==> src/rtl/lau_pkg.sv <==
// Shared types for the arithmetic/LAU library: speed selector and the dec_b_counter FSM states.
package lau_pkg;

   typedef enum logic {SLOW, FAST} speed_e;

   typedef enum logic {DEC_IDLE, DEC_RUN} dec_state_e;

   // Number of doubling stages a log-depth prefix network needs for n inputs.
   function automatic int unsigned prefix_levels(input int unsigned n);
      int unsigned lv;
      lv = 0;
      while ((1 << lv) < n) lv++;
      return lv;
   endfunction

endpackage

==> src/rtl/dec_b.sv <==
// Combinational decrementer {bo,z} = a - bi built on prefix_and: the borrow reaches bit i
// only when bi is set and every lower bit of a is zero.
module dec_b
   import lau_pkg::*;
#(
   parameter int     width = 8,
   parameter speed_e speed = FAST
) (
   input  logic [width-1:0] a,
   input  logic             bi,
   output logic [width-1:0] z,
   output logic             bo
);

   logic [width:0] po;

   prefix_and #(
      .n     (width + 1),
      .speed (speed)
   ) u_prefix (
      .x  ({~a, bi}),
      .po (po)
   );

   assign z  = a ^ po[width-1:0];
   assign bo = po[width];

endmodule

==> src/rtl/prefix_and.sv <==
// Parallel-prefix AND: po[i] = &x[i:0]. FAST builds a log-depth Kogge-Stone tree, SLOW a ripple chain.
module prefix_and
   import lau_pkg::*;
#(
   parameter int     n     = 9,
   parameter speed_e speed = FAST
) (
   input  logic [n-1:0] x,
   output logic [n-1:0] po
);

   localparam int unsigned levels = prefix_levels(n);

   if (speed == FAST && levels > 0) begin : g_tree
      for (genvar k = 0; k < levels; k++) begin : g_lvl
         logic [n-1:0] prev;
         logic [n-1:0] v;
         if (k == 0) begin : g_first
            assign prev = x;
         end else begin : g_next
            assign prev = g_lvl[k-1].v;
         end
         // Each stage doubles the span already covered by every bit.
         for (genvar i = 0; i < n; i++) begin : g_bit
            if (i >= (1 << k)) begin : g_and
               assign v[i] = prev[i] & prev[i-(1<<k)];
            end else begin : g_pass
               assign v[i] = prev[i];
            end
         end
      end
      assign po = g_lvl[levels-1].v;
   end else begin : g_ripple
      logic acc;
      always_comb begin
         acc = 1'b1;
         po  = '0;
         for (int i = 0; i < n; i++) begin
            acc   = acc & x[i];
            po[i] = acc;
         end
      end
   end

endmodule

==> src/rtl/dec_b_counter.sv <==
// Loadable down-counter with registered borrow-out pulse, one-shot / auto-reload modes.
// Build option: define LAU_DEC_SAT_EN to hold q at zero after a one-shot underflow instead of wrapping.
module dec_b_counter
   import lau_pkg::*;
#(
   parameter int     width = 8,
   parameter speed_e speed = FAST
) (
   input  logic             clk,
   input  logic             rstn,
   input  logic             ld,
   input  logic [width-1:0] d,
   input  logic             en,
   input  logic             rld,
   output logic [width-1:0] q,
   output logic             bo,
   output logic             tc,
   output logic             busy
);

   dec_state_e       state, state_nxt;
   logic [width-1:0] r, r_nxt, q_nxt;
   logic             bo_nxt;
   logic [width-1:0] dec_z;
   logic             dec_bo;

   // en doubles as the borrow-in, so dec_bo flags the underflow cycle directly.
   dec_b #(
      .width (width),
      .speed (speed)
   ) u_dec (
      .a  (q),
      .bi (en),
      .z  (dec_z),
      .bo (dec_bo)
   );

   always_comb begin
      // NOTE: every output gets a default before any branch so no latch is inferred.
      state_nxt = state;
      q_nxt     = q;
      r_nxt     = r;
      bo_nxt    = 1'b0;
      if (ld) begin
         q_nxt     = d;
         r_nxt     = d;
         state_nxt = DEC_RUN;
      end else if (state == DEC_RUN && en) begin
         q_nxt = dec_z;
         if (dec_bo) begin
            bo_nxt = 1'b1;
            if (rld) begin
               q_nxt = r;
            end else begin
               state_nxt = DEC_IDLE;
`ifdef LAU_DEC_SAT_EN
               q_nxt = '0;
`else
               q_nxt = dec_z;
`endif
            end
         end
      end
   end

   always_ff @(posedge clk) begin
      // NOTE: state registers use non-blocking assignment so every flop samples pre-edge values.
      if (!rstn) begin
         state <= DEC_IDLE;
         q     <= '0;
         r     <= '0;
         bo    <= 1'b0;
      end else begin
         state <= state_nxt;
         q     <= q_nxt;
         r     <= r_nxt;
         bo    <= bo_nxt;
      end
   end

   assign tc   = (q == '0);
   assign busy = (state == DEC_RUN);

endmodule
==> config.mk <==
export PLATFORM = sky130hd
export DESIGN_NAME = dec_b_counter
export DESIGN_NICKNAME = d
export VERILOG_FILES = /design/src/rtl/lau_pkg.sv /design/src/rtl/dec_b.sv /design/src/rtl/prefix_and.sv /design/src/rtl/dec_b_counter.sv
export SDC_FILE = /design/constraint.sdc
export NUM_CORES = 1
export LEC_CHECK = 0
export ABC_CLOCK_PERIOD_IN_PS = 1800
export CORE_MARGIN = 1.5
export CORE_UTILIZATION = 48
export CTS_CLUSTER_SIZE = 8
export DETAILED_ROUTE_END_ITERATION = 10
export PLACE_DENSITY = 0.83
export SYNTH_ARGS = -nofsm -noshare
export SYNTH_HDL_FRONTEND = slang
export SYNTH_SLANG_ARGS = --single-unit
==> constraint.sdc <==
create_clock -name clk -period 1.8 [get_ports clk]
set_input_delay 0.36 -clock clk [delete_from_list [all_inputs] [get_ports clk]]
set_output_delay 0.36 -clock clk [all_outputs]
set_load 0.02 [all_outputs]
=== After elaboration in Yosys (flattened, before gate mapping) ===
Index checks and enable logic that the tools add are counted.
W data, S select, Z words.

* Flip-flop bits (word level): 18
* Output and inout port bits: 11

* Equal/unequal tests: 1
* Muxes and demuxes: 9
* Bitwise logic cells: 25
* Reductions and logical operators: 6

{| class="wikitable"
|+ Operators with widths
! operator !! count
|-
| $mux W8 || 4
|-
| $and A1 B1 Y1 || 21
|-
| $logic_not A8 Y1 || 1
|-
| $not A8 Y8 || 1
|-
| $xor A8 B8 Y8 || 1
|-
| $mux W1 || 5
|-
| $reduce_bool A2 Y1 || 2
|-
| $reduce_and A3 Y1 || 1
|-
| $reduce_or A3 Y1 || 1
|-
| $ne A2 B2 Y1 const B || 1
|-
| $not A1 Y1 || 2
|-
| $logic_and A1 B1 Y1 || 1
|}

=== Longest topological paths before layout ===
Gate-level depths: netlist (run 1).

* Word-level depth: 9
* Depth in mapped cells: 6

=== Modules after synthesis ===
A second synthesis (run 1) with hierarchy kept.

* Cells, all modules: 114
* Area total of the unflattened synthesis: 1,038.5 sq um

{| class="wikitable"
|+ By module, submodules not included
! module !! instances !! cells an instance !! area an instance (sq um) !! sequential area each (sq um)
|-
| dec_b_counter || 1 || 85 || 859.6 || 360.3
|-
| dec_b || 1 || 16 || 100.1 || 0.0
|-
| prefix_and || 1 || 13 || 78.8 || 0.0
|}

=== Worst setup path before layout (run 1) ===
Ideal clock, no wire load.

* Path type: register to register
* Start: reg q[1]
* End: reg q[6]
* Library setup time: 120 ps
* Arrival: 1,391 ps
* Required time: 1,680 ps
* Path slack: 289 ps
* Stages on the path, launching flop included: 5
* Buffers on the path: 0
* Period minus slack after synthesis: 1,511 ps
* Cell sequence: dfxtp_1 nor3_4 nand2_4 o311a_1 o31a_1

* Word-level cells in the longest chain between the ends: 9

{| class="wikitable"
|+ Ends and longest elaborated chain
! item !! RTL line !! source
|-
| from (decl) || dec_b_counter.sv:15 || <nowiki>output logic [width-1:0] q,</nowiki>
|-
| from (signal assigned) || dec_b_counter.sv:75 || <nowiki>q <= q_nxt;</nowiki>
|-
| $not A8 Y8 (*) || dec_b.sv:21 || <nowiki>.x ({~a, bi}),</nowiki>
|-
| $and A1 B1 Y1 (*) || prefix_and.sv:26 || <nowiki>assign v[i] = prev[i] & prev[i-(1<<k)];</nowiki>
|-
| $and A1 B1 Y1 (2 in series) || prefix_and.sv:26 ||
|-
| $xor A8 B8 Y8 || dec_b.sv:25 || <nowiki>assign z = a ^ po[width-1:0];</nowiki>
|-
| $mux W8 || dec_b_counter.sv:52 || <nowiki>if (rld) begin</nowiki>
|-
| $mux W8 (*) || dec_b_counter.sv:50 || <nowiki>if (dec_bo) begin</nowiki>
|-
| $mux W8 (*) || dec_b_counter.sv:48 || <nowiki>end else if (state == DEC_RUN && en) begin</nowiki>
|-
| $mux W8 (*) || dec_b_counter.sv:44 || <nowiki>if (ld) begin</nowiki>
|}

Every way passes the cells marked *; elsewhere a longest branch is shown, timed or not. The select of a mux whose other input is x is not followed.
A chain may end at the register's enable or synchronous reset.

=== Final worst setup path (run 1) ===
* Start: reg q[6]
* End: out tc

* Word-level cells in the longest chain between the ends: 1

{| class="wikitable"
|+ Ends and longest elaborated chain
! item !! RTL line !! source
|-
| $logic_not A8 Y1 || dec_b_counter.sv:81 || <nowiki>assign tc = (q == '0);</nowiki>
|-
| to (decl) || dec_b_counter.sv:17 || <nowiki>output logic tc,</nowiki>
|}

Every way passes these cells.

==> results.md, run 1 <==
Routing:
- The total number of vias is 976.
- In the routed design, unresolved DRC markers number 0.
- After detailed routing, the average wire length per cell comes to 14.8 µm.
- The first-pass detailed-route iteration total is 4.
- Using the TritonRoute via totals, the vias-per-cell ratio works out to 5.71.
- The initial DRC count is 29.
- The post-detailed-route count of antenna-violating nets is 0.
- After detailed routing, the total wire length is 2530 µm.

Global route:
- The number of antenna violations at the first check in global routing is 0.
- The remaining global-route overflow is 0.
- The via count of the first global-routing pass is 936.
- The total global-route track usage is 23.8%.
- The first global-routing pass estimated 4250 µm of wire.
- The pin count of the biggest net entering global routing is 13.

Yosys:
- After Yosys synthesis, and, or, nand and nor cells account for 24.7% of the synthesized area.
- Multiplexer cells account for 11.1% of the synthesized area.
- The number of synthesis warnings is 0.
- The post-synth net total is 117.
- sky130_fd_sc_hd__dfxtp_1 takes more of the synthesized area than any other cell.
- The number of distinct library cells after synthesis is 37.
- The average cell area after synthesis is 9.62 µm².
- The adder-cell share of the synthesized area is 1.26%.
- After Yosys synthesis, XOR and XNOR cells account for 2.65% of the synthesized area.
- The share of synthesized area occupied by flip-flops and latches is 36.4%.
- By area, the combinational part of the netlist is dominated by simple AND/OR/NAND/NOR gates.
- The area fraction in compound gates after synthesis is 19.9%.
- Summed over its instances, the top area cell type makes up 36.4% of the synthesized netlist area.
- In this run the cell area of the synthesized design comes to 991 µm².
- The synthesized design contains 18 register bits.
- In the post-synthesis netlist, the biggest area contributors are sky130_fd_sc_hd__dfxtp_1 36%, sky130_fd_sc_hd__mux2i_1 11%, sky130_fd_sc_hd__nor2b_1 5.1%, sky130_fd_sc_hd__o221ai_1 4.4%, sky130_fd_sc_hd__xor2_1 2.7%.
- The cell count after synthesis came out at 103.

Finish:
- The repair_antennas step left the layout with diodes totalling 0.
- The final cell count without fillers is 171.
- After routing the design area is 0.00140 mm².
- The layout overhead on the synthesized area is 40.9%.
- The net count of the finished layout is 160.
- In the layout the commonest cells are 19 x sky130_fd_sc_hd__buf_4, 17 x sky130_fd_sc_hd__dfxtp_1, 16 x sky130_fd_sc_hd__clkdlybuf4s50_1, 11 x sky130_fd_sc_hd__mux2i_1, 8 x sky130_fd_sc_hd__nor2b_1.
- The library cell used most frequently in the layout, excluding fill and tap cells, is sky130_fd_sc_hd__buf_4.
- The share of cells above drive strength 1 is 22.2%.

Worst hold path:
- The worst hold endpoint is r[0]$_SDFFE_PN0P_.
- The number of instances on the worst hold path is 2.
- The hold path startpoint is r[0]$_SDFFE_PN0P_.
- The path type of the worst min-delay path is reg -> reg.

Power and ir drop:
- The share of power burned in the clock network is 21.0%.
- Per report_power, the sequential group accounts for 47.6% of the total.
- In this run the power spent charging and discharging nets is 0.290 mW.
- The maximum vdd drop is 0.477 mV.
- In this run switching power makes up 30.8% of total power.
- For this design the ratio of total power to cell area is 676 mW/mm².
- In this run the static leakage power is 0.639 nW.
- Cell internal power was estimated by the tool at 0.654 mW.
- The part of the total power dissipated in combinational logic is 31.3%.

Worst setup path:
- The end of the worst register-to-register path is q[5]$_SDFFE_PN0P_.
- The worst setup path is of the reg -> out kind.
- The slack of the worst reg-to-reg path is 0.23 ns.
- The worst setup path is launched from a flip-flop.
- The worst setup path is captured at an output port.
- In this run the critical register-to-register path is launched from q[6]$_SDFFE_PN0P_.
- The cell count of the worst reg-to-reg path is 5.
- The data arrival time of the critical path is 1.39 ns.
- The endpoint required time on the critical path is 1.44 ns.
- The maximum fanout count along the critical path is 5.

Run status:
- The run finished with clean final reports.

Clock network:
- The number of gates resized after CTS was 12.
- The tree is rooted in a sky130_fd_sc_hd__clkbuf_4.
- The clock transition at the registers of the reported paths is 0.10 ns.
- TritonCTS built the clock tree.
- The number of hold buffers added after CTS was 0.
- The number of H-tree branching levels is 1.
- The clock sink total is 18.
- TritonCTS created 3 clock buffers.
- The clock latency reported for the late side of the worst-skew pair is 0.30 ns.
- Once the clock tree was built, the setup fixing pass inserted 0 buffers.
- The clock passes through at most 2 buffers.

STA:
- The achievable clock frequency is 0.573 GHz.
- Dividing the final minimum period by the clock period gives 97.0%.
- The final-report max-slew violation count is 0.
- For the finished layout, the period the worst path requires is 1.75 ns.
- The worst clock skew on the final layout is 0.00803 ns.
- The final setup violation count is 0.
- At the pin with the least slew margin, the transition time is 0.445 ns.
- Setup repair after global routing left no endpoint under its margin.
- The worst slew margin relative to its limit is 70.2%.
- The hold violation total from the final report came to 0.

Place:
- The instance area at placement is 0.00138 mm².
- The HPWL after detailed placement is 1910 µm.
- The number of placed instances with taps included is 168.
- At the end of routability-driven placement, the weighted congestion stood at 0.905.
- During placement, the flow inserted port buffers numbering 23.

Run:
- Max-cap violations in this run came to 0.

Floorplanning:
- During I/O placement, the number of pins put on the boundary was 24.
- In this run the vertical extent of the chip is 48.4 µm.
- After floorplanning, the core was divided into 16 placement rows.
- The initial core utilization is 50.5%.
- The x dimension of the die is 48.4 µm.
- In this run the standard cell core region covers 0.00196 mm².
- The die outline area is 0.00235 mm².
[cells by family (layout without fill, tap and decap cells)]
logic type	after synthesis	after routing
compound gates	26	26
xor+xnor	3	3
fa+ha+maj	1	1
buf+inv	10	51
flops	18	18
mux	11	11
simple gates	34	34
[metal layers]
layer	global-route usage, %	vias up	routed length [µm]
met5	0	-	0
met4	12.9	0	64
met3	4.94	9	149
met2	39.8	48	1170
met1	28.6	447	1150
li1	-	472	-
[sequential cells by signal, indices dropped and copies added, names as in the netlist]
register,count
q,8
busy,1
r,8
bo,1
[how the worst max path moves through the flow]
stage          slack (ns)           endpoint              start
2_1_floorplan        0.29  q[6]$_SDFFE_PN0P_  q[1]$_SDFFE_PN0P_
3_3_place_gp        -0.06  q[6]$_SDFFE_PN0P_                 en
3_5_place_dp        -0.11  q[6]$_SDFFE_PN0P_                 en
4_1_cts              0.05                 tc  q[6]$_SDFFE_PN0P_
5_1_grt             0.001                 tc  q[6]$_SDFFE_PN0P_
6_report             0.05                 tc  q[6]$_SDFFE_PN0P_
[metrics by stage]
| stage | hold WS, ns | total power [mW] | setup slack [ns] | util, % | TNS, ns |
|---|---|---|---|---|---|
| after floorplan | 0.477 | 0.617 | 0.289 | - | 0 |
| after global placement | 0.505 | 0.750 | -0.0581 | 70.4 | -0.122 |
| after CTS | 0.535 | 0.947 | 0.0542 | 71.2 | 0 |
| final | 0.531 | 0.944 | 0.0549 | 71.2 | 0 |
| after detailed placement | 0.514 | 0.758 | -0.109 | 70.4 | -0.390 |
| after global routing | 0.549 | 0.990 | 0.00102 | 71.2 | 0 |
[power by group through the flow]
stage / Clock (mW) / Sequential (mW) / Combinational, mW
after global placement: 0 / 0.457 / 0.292
final: 0.199 / 0.450 / 0.296
after global routing: 0.218 / 0.453 / 0.319
after CTS: 0.205 / 0.450 / 0.293
after floorplan: 0 / 0.482 / 0.135
after detailed placement: 0 / 0.458 / 0.299
[Yosys cell counts (all sizes together)]
cell type / count
o311a: 1
nor4: 2
o31a: 2
and2b: 1
and4: 1
o221ai: 5
and3b: 1
nor3b: 3
dfxtp: 18
nor3: 2
nand3: 1
inv: 6
xor2: 3
a22o: 2
o211a: 1
ha: 1
a311o: 1
a211oi: 1
and4bb: 1
nand2: 6
o21a: 2
o31ai: 1
nand4: 3
o21ai: 3
nor2: 3
nor2b: 8
and3: 2
a31oi: 3
a21oi: 4
buf: 1
mux2i: 11
clkbuf: 3
[final cells by class]
type | count | area (µm²)
flip-flops and latches | 18 | 362
clock buffers | 3 | 22.5
inverters | 6 | 22.5
multi-input cells | 75 | 596
well taps | 27 | 33.8
repair buffers | 42 | 360
fillers | 168 | 566
[critical path: stages (launching register included)]
cell                      delay [ns]
sky130_fd_sc_hd__dfxtp_2        0.36
sky130_fd_sc_hd__nor4_4         0.33
sky130_fd_sc_hd__and3_4         0.23
sky130_fd_sc_hd__buf_2          0.15
No activity file was read; power rests on OpenSTA's default activity.
==> run 2, diff against run 1 <==
--- a/config.mk
+++ b/config.mk
@@ -6,7 +6,7 @@
 export NUM_CORES = 1
 export LEC_CHECK = 0
 export ABC_CLOCK_PERIOD_IN_PS = 1800
-export CORE_MARGIN = 1.5
+export CORE_MARGIN = 4
 export CORE_UTILIZATION = 48
 export CTS_CLUSTER_SIZE = 8
 export DETAILED_ROUTE_END_ITERATION = 10
==> results.md, run 2 (synthesized netlist as in run 1, its figures left out) <==
STA:
- The final-layout worst hold slack is 0.534 ns (was 0.531 ns).
- The hold violation total from the final report was 0 (unchanged).
- The post-route setup TNS came to 0 ns (unchanged).
- The final-report max-slew violation count is 0 (unchanged).
- The final setup violation count came to 0 (unchanged).
- The worst slew margin relative to its limit is 75.2% (was 70.2%).
- The worst clock skew on the final layout came to 0.00140 ns (was 0.00803 ns).
- RSZ-0062 raised after global routing: no (unchanged).
- The achievable clock frequency was 0.583 GHz (was 0.573 GHz).
- The slew at the pin with the worst max-slew slack is 0.371 ns (was 0.445 ns).
- The time the final worst path needs with I/O delays and setup was 1.72 ns (was 1.75 ns).
- The share of the clock period used by the worst path after layout is 95.4% (was 97.0%).

Place:
- The instance area at placement was 0.00140 mm² (was 0.00138 mm²).
- The weighted congestion at the end of routability-driven global placement is 0.884 (was 0.905).
- The count of buffers from port buffering is 23 (unchanged).
- The HPWL after detailed placement was 2050 µm (was 1910 µm).

Global route:
- The pin count of the biggest net entering global routing is 11 (was 13).
- The remaining global-route overflow is 0 (unchanged).
- The number of antenna violations at the first check in global routing came to 0 (unchanged).
- The routing usage on met3 is 4.51% (was 4.94%).
- The met1 demand-to-capacity share in global routing is 25.2% (was 28.6%).
- The global-route met2 utilization is 34.9% (was 39.8%).
- The highest-utilization routing layer at the global route stage is met2 (unchanged).
- The via count of the first global-routing pass came to 979 (was 936).
- The total global-route track usage is 20.9% (was 23.8%).
- The first-pass GRT wire length came to 4290 µm (was 4250 µm).

Power and ir drop:
- The power density of the placed cells is 699 mW/mm² (was 676 mW/mm²).
- The reported leakage power is 0.665 nW (was 0.639 nW).
- The maximum vdd drop was 0.562 mV (was 0.477 mV).
- The final total power is 0.996 mW (was 0.944 mW).

Clock network:
- The post-CTS setup buffer count was 0 (unchanged).
- The number of H-tree branching levels is 1 (unchanged).
- The clock transition at the registers of the reported paths was 0.10 ns (about the same).
- The root cell of the clock tree is sky130_fd_sc_hd__clkbuf_4 (unchanged).
- The clock latency reported for the late side of the worst-skew pair is 0.29 ns (was 0.30 ns).
- The hold buffer count at cts is 0 (unchanged).
- The CTS tree is yes (unchanged).
- The clock sink total is 18 (unchanged).
- The number of CTS-inserted buffers is 3 (unchanged).
- The clock tree buffer depth is 2 (unchanged).

Floorplanning:
- The initial core utilization is 50.5% (unchanged).
- The die outline area is 0.00286 mm² (was 0.00235 mm²).
- The area inside the core boundary is 0.00196 mm² (unchanged).
- The number of rows in the core area was 16 (unchanged).
- The height of the die is 53.4 µm (was 48.4 µm).
- The number of top-level design ports is 24 (unchanged).
- The x dimension of the die is 53.4 µm (was 48.4 µm).

Worst setup path:
- The type of element launching the critical path is a flip-flop (unchanged).
- The type of the worst setup path is reg -> out (unchanged).
- The maximum fanout count along the critical path is 6 (was 5).
- The cell count of the worst reg-to-reg path is 5 (unchanged).
- The slack of the worst reg-to-reg path was 0.28 ns (was 0.23 ns).
- The slowest cell on the critical path is sky130_fd_sc_hd__clkdlybuf4s50_1 (was sky130_fd_sc_hd__dfxtp_2).
- The data arrival time of the critical path is 1.36 ns (was 1.39 ns).
- The end of the worst register-to-register path is q[5]$_SDFFE_PN0P_ (unchanged).
- The cell class contributing the biggest share of worst-path delay is buffers and inverters (was simple AND/OR/NAND/NOR gates).
- The critical path endpoint category is an output port (unchanged).
- The reg-to-reg startpoint is q[6]$_SDFFE_PN0P_ (unchanged).
- Crit-path cells: clkdlybuf4s50_1 (was nor4_4 -> and3_4 -> buf_2).
- The delay contributed by the slowest stage of the critical path is 0.64 ns (was 0.36 ns).
- The buffers plus inverters on the worst setup path is 1 (unchanged).
- The endpoint required time on the critical path is 1.44 ns (about the same).

Routing:
- The number of vias per cell after detailed routing is 5.45 (was 5.71).
- The initial DRC count is 18 (was 29).
- The total number of vias is 954 (was 976).
- The average wire per standard cell is 14.9 µm (was 14.8 µm).
- The total wire length is 2610 µm (was 2530 µm).
- The count of unresolved DRC violations after routing was 0 (unchanged).
- The first-pass detailed-route iteration total is 4 (unchanged).
- The post-detailed-route count of antenna-violating nets is 0 (unchanged).

Worst hold path:
- The worst hold endpoint is r[3]$_SDFFE_PN0P_ (was r[0]$_SDFFE_PN0P_).
- The number of instances on the worst hold path was 2 (unchanged).
- The path type of the worst min-delay path is reg -> reg (unchanged).
- The hold path startpoint is r[3]$_SDFFE_PN0P_ (was r[0]$_SDFFE_PN0P_).

Finish:
- Biggest registers after layout: q x8, r x8 (unchanged).
- The number of filler instances in the final layout is 170 (was 168).
- The layout overhead on the synthesized area is 43.9% (was 40.9%).
- Highest-count cells in the layout ignoring fill and taps: 22 x sky130_fd_sc_hd__buf_4, 18 x sky130_fd_sc_hd__dfxtp_1, 15 x sky130_fd_sc_hd__clkdlybuf4s50_1, 11 x sky130_fd_sc_hd__mux2i_1, 8 x sky130_fd_sc_hd__nor2b_1 (was 19 x sky130_fd_sc_hd__buf_4, 17 x sky130_fd_sc_hd__dfxtp_1, 16 x sky130_fd_sc_hd__clkdlybuf4s50_1, 11 x sky130_fd_sc_hd__mux2i_1, 8 x sky130_fd_sc_hd__nor2b_1).
- The final instance area came to 0.00143 mm² (was 0.00140 mm²).
- The most common cell after layout, fill and taps aside is sky130_fd_sc_hd__buf_4 (unchanged).
- The final net count is 163 (was 160).
- The final antenna diode count was 0 (unchanged).
- The final standard cell utilization of the core is 72.7% (was 71.2%).
- The share of cells above drive strength 1 is 23.6% (was 22.2%).

Run:
- The max capacitance violation total is 0 (unchanged).

Run status:
- Run status: finished, final reports clean (unchanged).
-- run 2: changes by cell type in the layout (fill, tap and decap cells not counted), sizes merged --
| cell | previous run | this run |
|---|---|---|
| dlygate4sd2 | 6 | 7 |
| clkdlybuf4s50 | 16 | 15 |
| buf | 20 | 23 |
| clkbuf | 3 | 4 |
-- run 2: through the flow --
step / cells / setup WS, ns
2_1_floorplan: 103 / 0.289
3_3_place_gp: 171 / -0.0593
3_5_place_dp: 171 / -0.0993
4_1_cts: 175 / 0.0742
5_1_grt: 175 / 0.00605
6_report: 175 / 0.0836
-- run 2: layer usage --
| layer | vias to the layer above | share of wire [%] |
|---|---|---|
| li1 | 481 | - |
| met1 | 439 | 45 |
| met2 | 30 | 48 |
| met3 | 4 | 5.2 |
| met4 | 0 | 1.6 |
| met5 | - | 0 |
-- run 2: area by class of cell --
class | count | area [µm²] | area share [%]
multi-input cells | 75 | 592 | 41.5
repair buffers | 45 | 382 | 26.8
flip-flops and latches | 18 | 360 | 25.3
clock buffers | 4 | 36.3 | 2.54
well taps | 27 | 33.8 | 2.37
inverters | 6 | 22.5 | 1.58
-- run 2: what timing repair did --
item / CTS / global route
resized for setup: 11 / 0
endpoints found under the hold margin: 0 / 0
endpoints found under the setup margin: 8 / 0
-- run 2: worst max path at each step --
stage	cells past startpoint	start	to	slack [ns]
2_1_floorplan	4	q[1]$_SDFFE_PN0P_	q[6]$_SDFFE_PN0P_	0.29
3_3_place_gp	5	en	q[6]$_SDFFE_PN0P_	-0.06
3_5_place_dp	5	en	q[6]$_SDFFE_PN0P_	-0.1
4_1_cts	1	q[0]$_SDFFE_PN0P_	q[0]	0.07
5_1_grt	1	q[0]$_SDFFE_PN0P_	q[0]	0.006
6_report	1	q[0]$_SDFFE_PN0P_	q[0]	0.08
-- run 2: report_power, final --
part / total (mW) / internal, mW / switching (mW)
Combinational: 0.300 / 0.152 / 0.147
Clock: 0.249 / 0.123 / 0.126
Sequential: 0.448 / 0.425 / 0.0228
Total: 0.996 / 0.701 / 0.296
==> run 3, diff against run 2 <==
--- a/config.mk
+++ b/config.mk
@@ -6,6 +6,7 @@
 export NUM_CORES = 1
 export LEC_CHECK = 0
 export ABC_CLOCK_PERIOD_IN_PS = 1800
+export CORE_ASPECT_RATIO = 0.7
 export CORE_MARGIN = 4
 export CORE_UTILIZATION = 48
 export CTS_CLUSTER_SIZE = 8
==> results.md, run 3 (synthesized netlist as in run 1, its figures left out) <==
Clock network:
- The clock latency reported for the late side of the worst-skew pair is 0.31 ns (was 0.29 ns).
- The root cell of the clock tree is sky130_fd_sc_hd__clkbuf_4 (unchanged).
- The number of H-tree branching levels is 1 (unchanged).
- The clock transition at the registers of the reported paths was 0.10 ns (about the same).
- The CTS tree is yes (unchanged).
- The clock sink total is 18 (unchanged).
- The hold buffer count at cts is 0 (unchanged).
- The number of CTS-inserted buffers is 3 (unchanged).
- The clock tree buffer depth is 2 (unchanged).

Place:
- The HPWL after detailed placement is 1990 µm (was 2050 µm).
- The weighted congestion at the end of routability-driven global placement is 0.899 (was 0.884).
- The count of buffers from port buffering was 23 (unchanged).
- The number of placed instances with taps included is 163 (was 171).

Power and ir drop:
- The maximum vdd drop is 0.516 mV (was 0.562 mV).
- The reported leakage power is 0.644 nW (was 0.665 nW).
- The power density of the placed cells is 686 mW/mm² (was 699 mW/mm²).

STA:
- RSZ-0062 raised after global routing: no (unchanged).
- The slew at the pin with the worst max-slew slack was 0.367 ns (was 0.371 ns).
- The achievable clock frequency is 0.573 GHz (was 0.583 GHz).
- The time the final worst path needs with I/O delays and setup is 1.75 ns (was 1.72 ns).
- The worst slew margin relative to its limit was 75.4% (was 75.2%).
- The final setup violation count is 0 (unchanged).
- The final-report max-slew violation count is 0 (unchanged).
- The final-layout worst hold slack came to 0.524 ns (was 0.534 ns).
- The hold violation total from the final report is 0 (unchanged).
- The share of the clock period used by the worst path after layout was 97.0% (was 95.4%).
- The worst clock skew on the final layout was 0.00257 ns (was 0.00140 ns).

Routing:
- The total number of vias was 963 (was 954).
- The total wire length is 2640 µm (was 2610 µm).
- The first-pass detailed-route iteration total is 4 (unchanged).
- The count of unresolved DRC violations after routing is 0 (unchanged).
- The number of vias per cell after detailed routing is 5.80 (was 5.45).
- The initial DRC count is 44 (was 18).
- The post-detailed-route count of antenna-violating nets is 0 (unchanged).
- The average wire per standard cell was 15.9 µm (was 14.9 µm).

Worst hold path:
- The path type of the worst min-delay path is reg -> reg (unchanged).
- The hold path startpoint is r[2]$_SDFFE_PN0P_ (was r[3]$_SDFFE_PN0P_).

Worst setup path:
- The type of element launching the critical path is a flip-flop (unchanged).
- The worst setup path startpoint is q[0]$_SDFFE_PN0P_ (unchanged).
- The buffers plus inverters on the worst setup path is 1 (unchanged).
- The endpoint required time on the critical path is 1.44 ns (about the same).
- The reg-to-reg startpoint is q[5]$_SDFFE_PN0P_ (was q[6]$_SDFFE_PN0P_).
- The data arrival time of the critical path was 1.39 ns (was 1.36 ns).
- The critical path endpoint category is an output port (unchanged).
- Crit-path cells: clkdlybuf4s50_1 (unchanged).
- The maximum fanout count along the critical path is 6 (unchanged).
- The cell class contributing the biggest share of worst-path delay is buffers and inverters (unchanged).
- The type of the worst setup path is reg -> out (unchanged).
- The delay contributed by the slowest stage of the critical path is 0.65 ns (was 0.64 ns).
- The slowest cell on the critical path is sky130_fd_sc_hd__clkdlybuf4s50_1 (unchanged).

Finish:
- The final standard cell utilization of the core was 72.8% (was 72.7%).
- The final net count came to 160 (was 163).
- The share of cells above drive strength 1 is 22.2% (was 23.6%).
- The most common cell after layout, fill and taps aside is sky130_fd_sc_hd__buf_4 (unchanged).
- Biggest registers after layout: q x8, r x8 (unchanged).
- The final cell count without fillers is 166 (was 175).
- Highest-count cells in the layout ignoring fill and taps: 19 x sky130_fd_sc_hd__buf_4, 17 x sky130_fd_sc_hd__dfxtp_1, 15 x sky130_fd_sc_hd__clkdlybuf4s50_1, 11 x sky130_fd_sc_hd__mux2i_1, 8 x sky130_fd_sc_hd__nor2b_1 (was 22 x sky130_fd_sc_hd__buf_4, 18 x sky130_fd_sc_hd__dfxtp_1, 15 x sky130_fd_sc_hd__clkdlybuf4s50_1, 11 x sky130_fd_sc_hd__mux2i_1, 8 x sky130_fd_sc_hd__nor2b_1).
- The final antenna diode count is 0 (unchanged).
- The layout overhead on the synthesized area is 39.8% (was 43.9%).

Global route:
- The first-pass GRT wire length is 4360 µm (was 4290 µm).
- The pin count of the biggest net entering global routing is 20 (was 11).
- The highest-utilization routing layer at the global route stage is met2 (unchanged).
- The global-route met2 utilization is 32.9% (was 34.9%).
- The remaining global-route overflow is 0 (unchanged).
- The total global-route track usage is 20.4% (was 20.9%).
- The number of antenna violations at the first check in global routing is 0 (unchanged).
- The met1 demand-to-capacity share in global routing came to 25.4% (was 25.2%).
- The via count of the first global-routing pass came to 952 (was 979).
- The routing usage on met3 is 6.42% (was 4.51%).

Floorplanning:
- The number of top-level design ports is 24 (unchanged).
- The die outline area was 0.00287 mm² (was 0.00286 mm²).
- The area inside the core boundary came to 0.00190 mm² (was 0.00196 mm²).
- The x dimension of the die is 62.3 µm (was 53.4 µm).
- The initial core utilization is 52.1% (was 50.5%).
- The height of the die is 46.0 µm (was 53.4 µm).
- The number of rows in the core area is 13 (was 16).

Run status:
- Run status: finished, final reports clean (unchanged).

Run:
- The max capacitance violation total is 0 (unchanged).
[run 3: cell types whose count changed in the layout (fill, tap and decap cells not counted), sizes merged]
cell,delta
buf,-3
clkbuf,-1
[run 3: cell type report]
cell class / instances / area (µm²)
multi-input cells: 75 / 592
repair buffers: 42 / 359
flip-flops and latches: 18 / 362
clock buffers: 3 / 22.5
inverters: 6 / 22.5
well taps: 22 / 27.5
fillers: 144 / 518
[run 3: final timing paths]
check,end,slack (ns),cells after the start
setup / recovery,q[0],0.05,1
hold / removal,r[2]$_SDFFE_PN0P_,0.52,2
setup reg to reg,q[5]$_SDFFE_PN0P_,0.29,5
hold reg to reg,r[2]$_SDFFE_PN0P_,0.52,2
[run 3: power by group]
part           internal, mW  switching (mW)  total [mW]
Combinational         0.147           0.142       0.290
Sequential            0.425          0.0250       0.450
Clock                0.0784           0.131       0.210
[run 3: layer usage]
metal | part of all wire (%) | vias to the layer above | wire, µm
met4 | 1.8 | 0 | 47
met1 | 45 | 451 | 1180
met3 | 8.1 | 5 | 215
met5 | 0 | - | 0
met2 | 45 | 36 | 1190
li1 | - | 471 | -
[run 3: metrics by stage]
step | TNS, ns | worst slack [ns] | area (µm²) | total power, mW
floorplan | 0 | 0.289 | 991 | 0.617
global placement | -0.230 | -0.115 | 1380 | 0.751
detailed placement | -0.410 | -0.111 | 1380 | 0.758
CTS | -0.0350 | -0.0350 | 1390 | 0.961
global route | 0 | 0.00905 | 1390 | 1.00
finish | 0 | 0.0539 | 1390 | 0.950
[run 3: what timing repair did]
action                                  in CTS  in global routing
pin swaps                                    0                  1
setup buffers                                0                  0
gates resized for setup                     10                  2
endpoints found under the setup margin       8                  1
gates cloned                                 0                  0
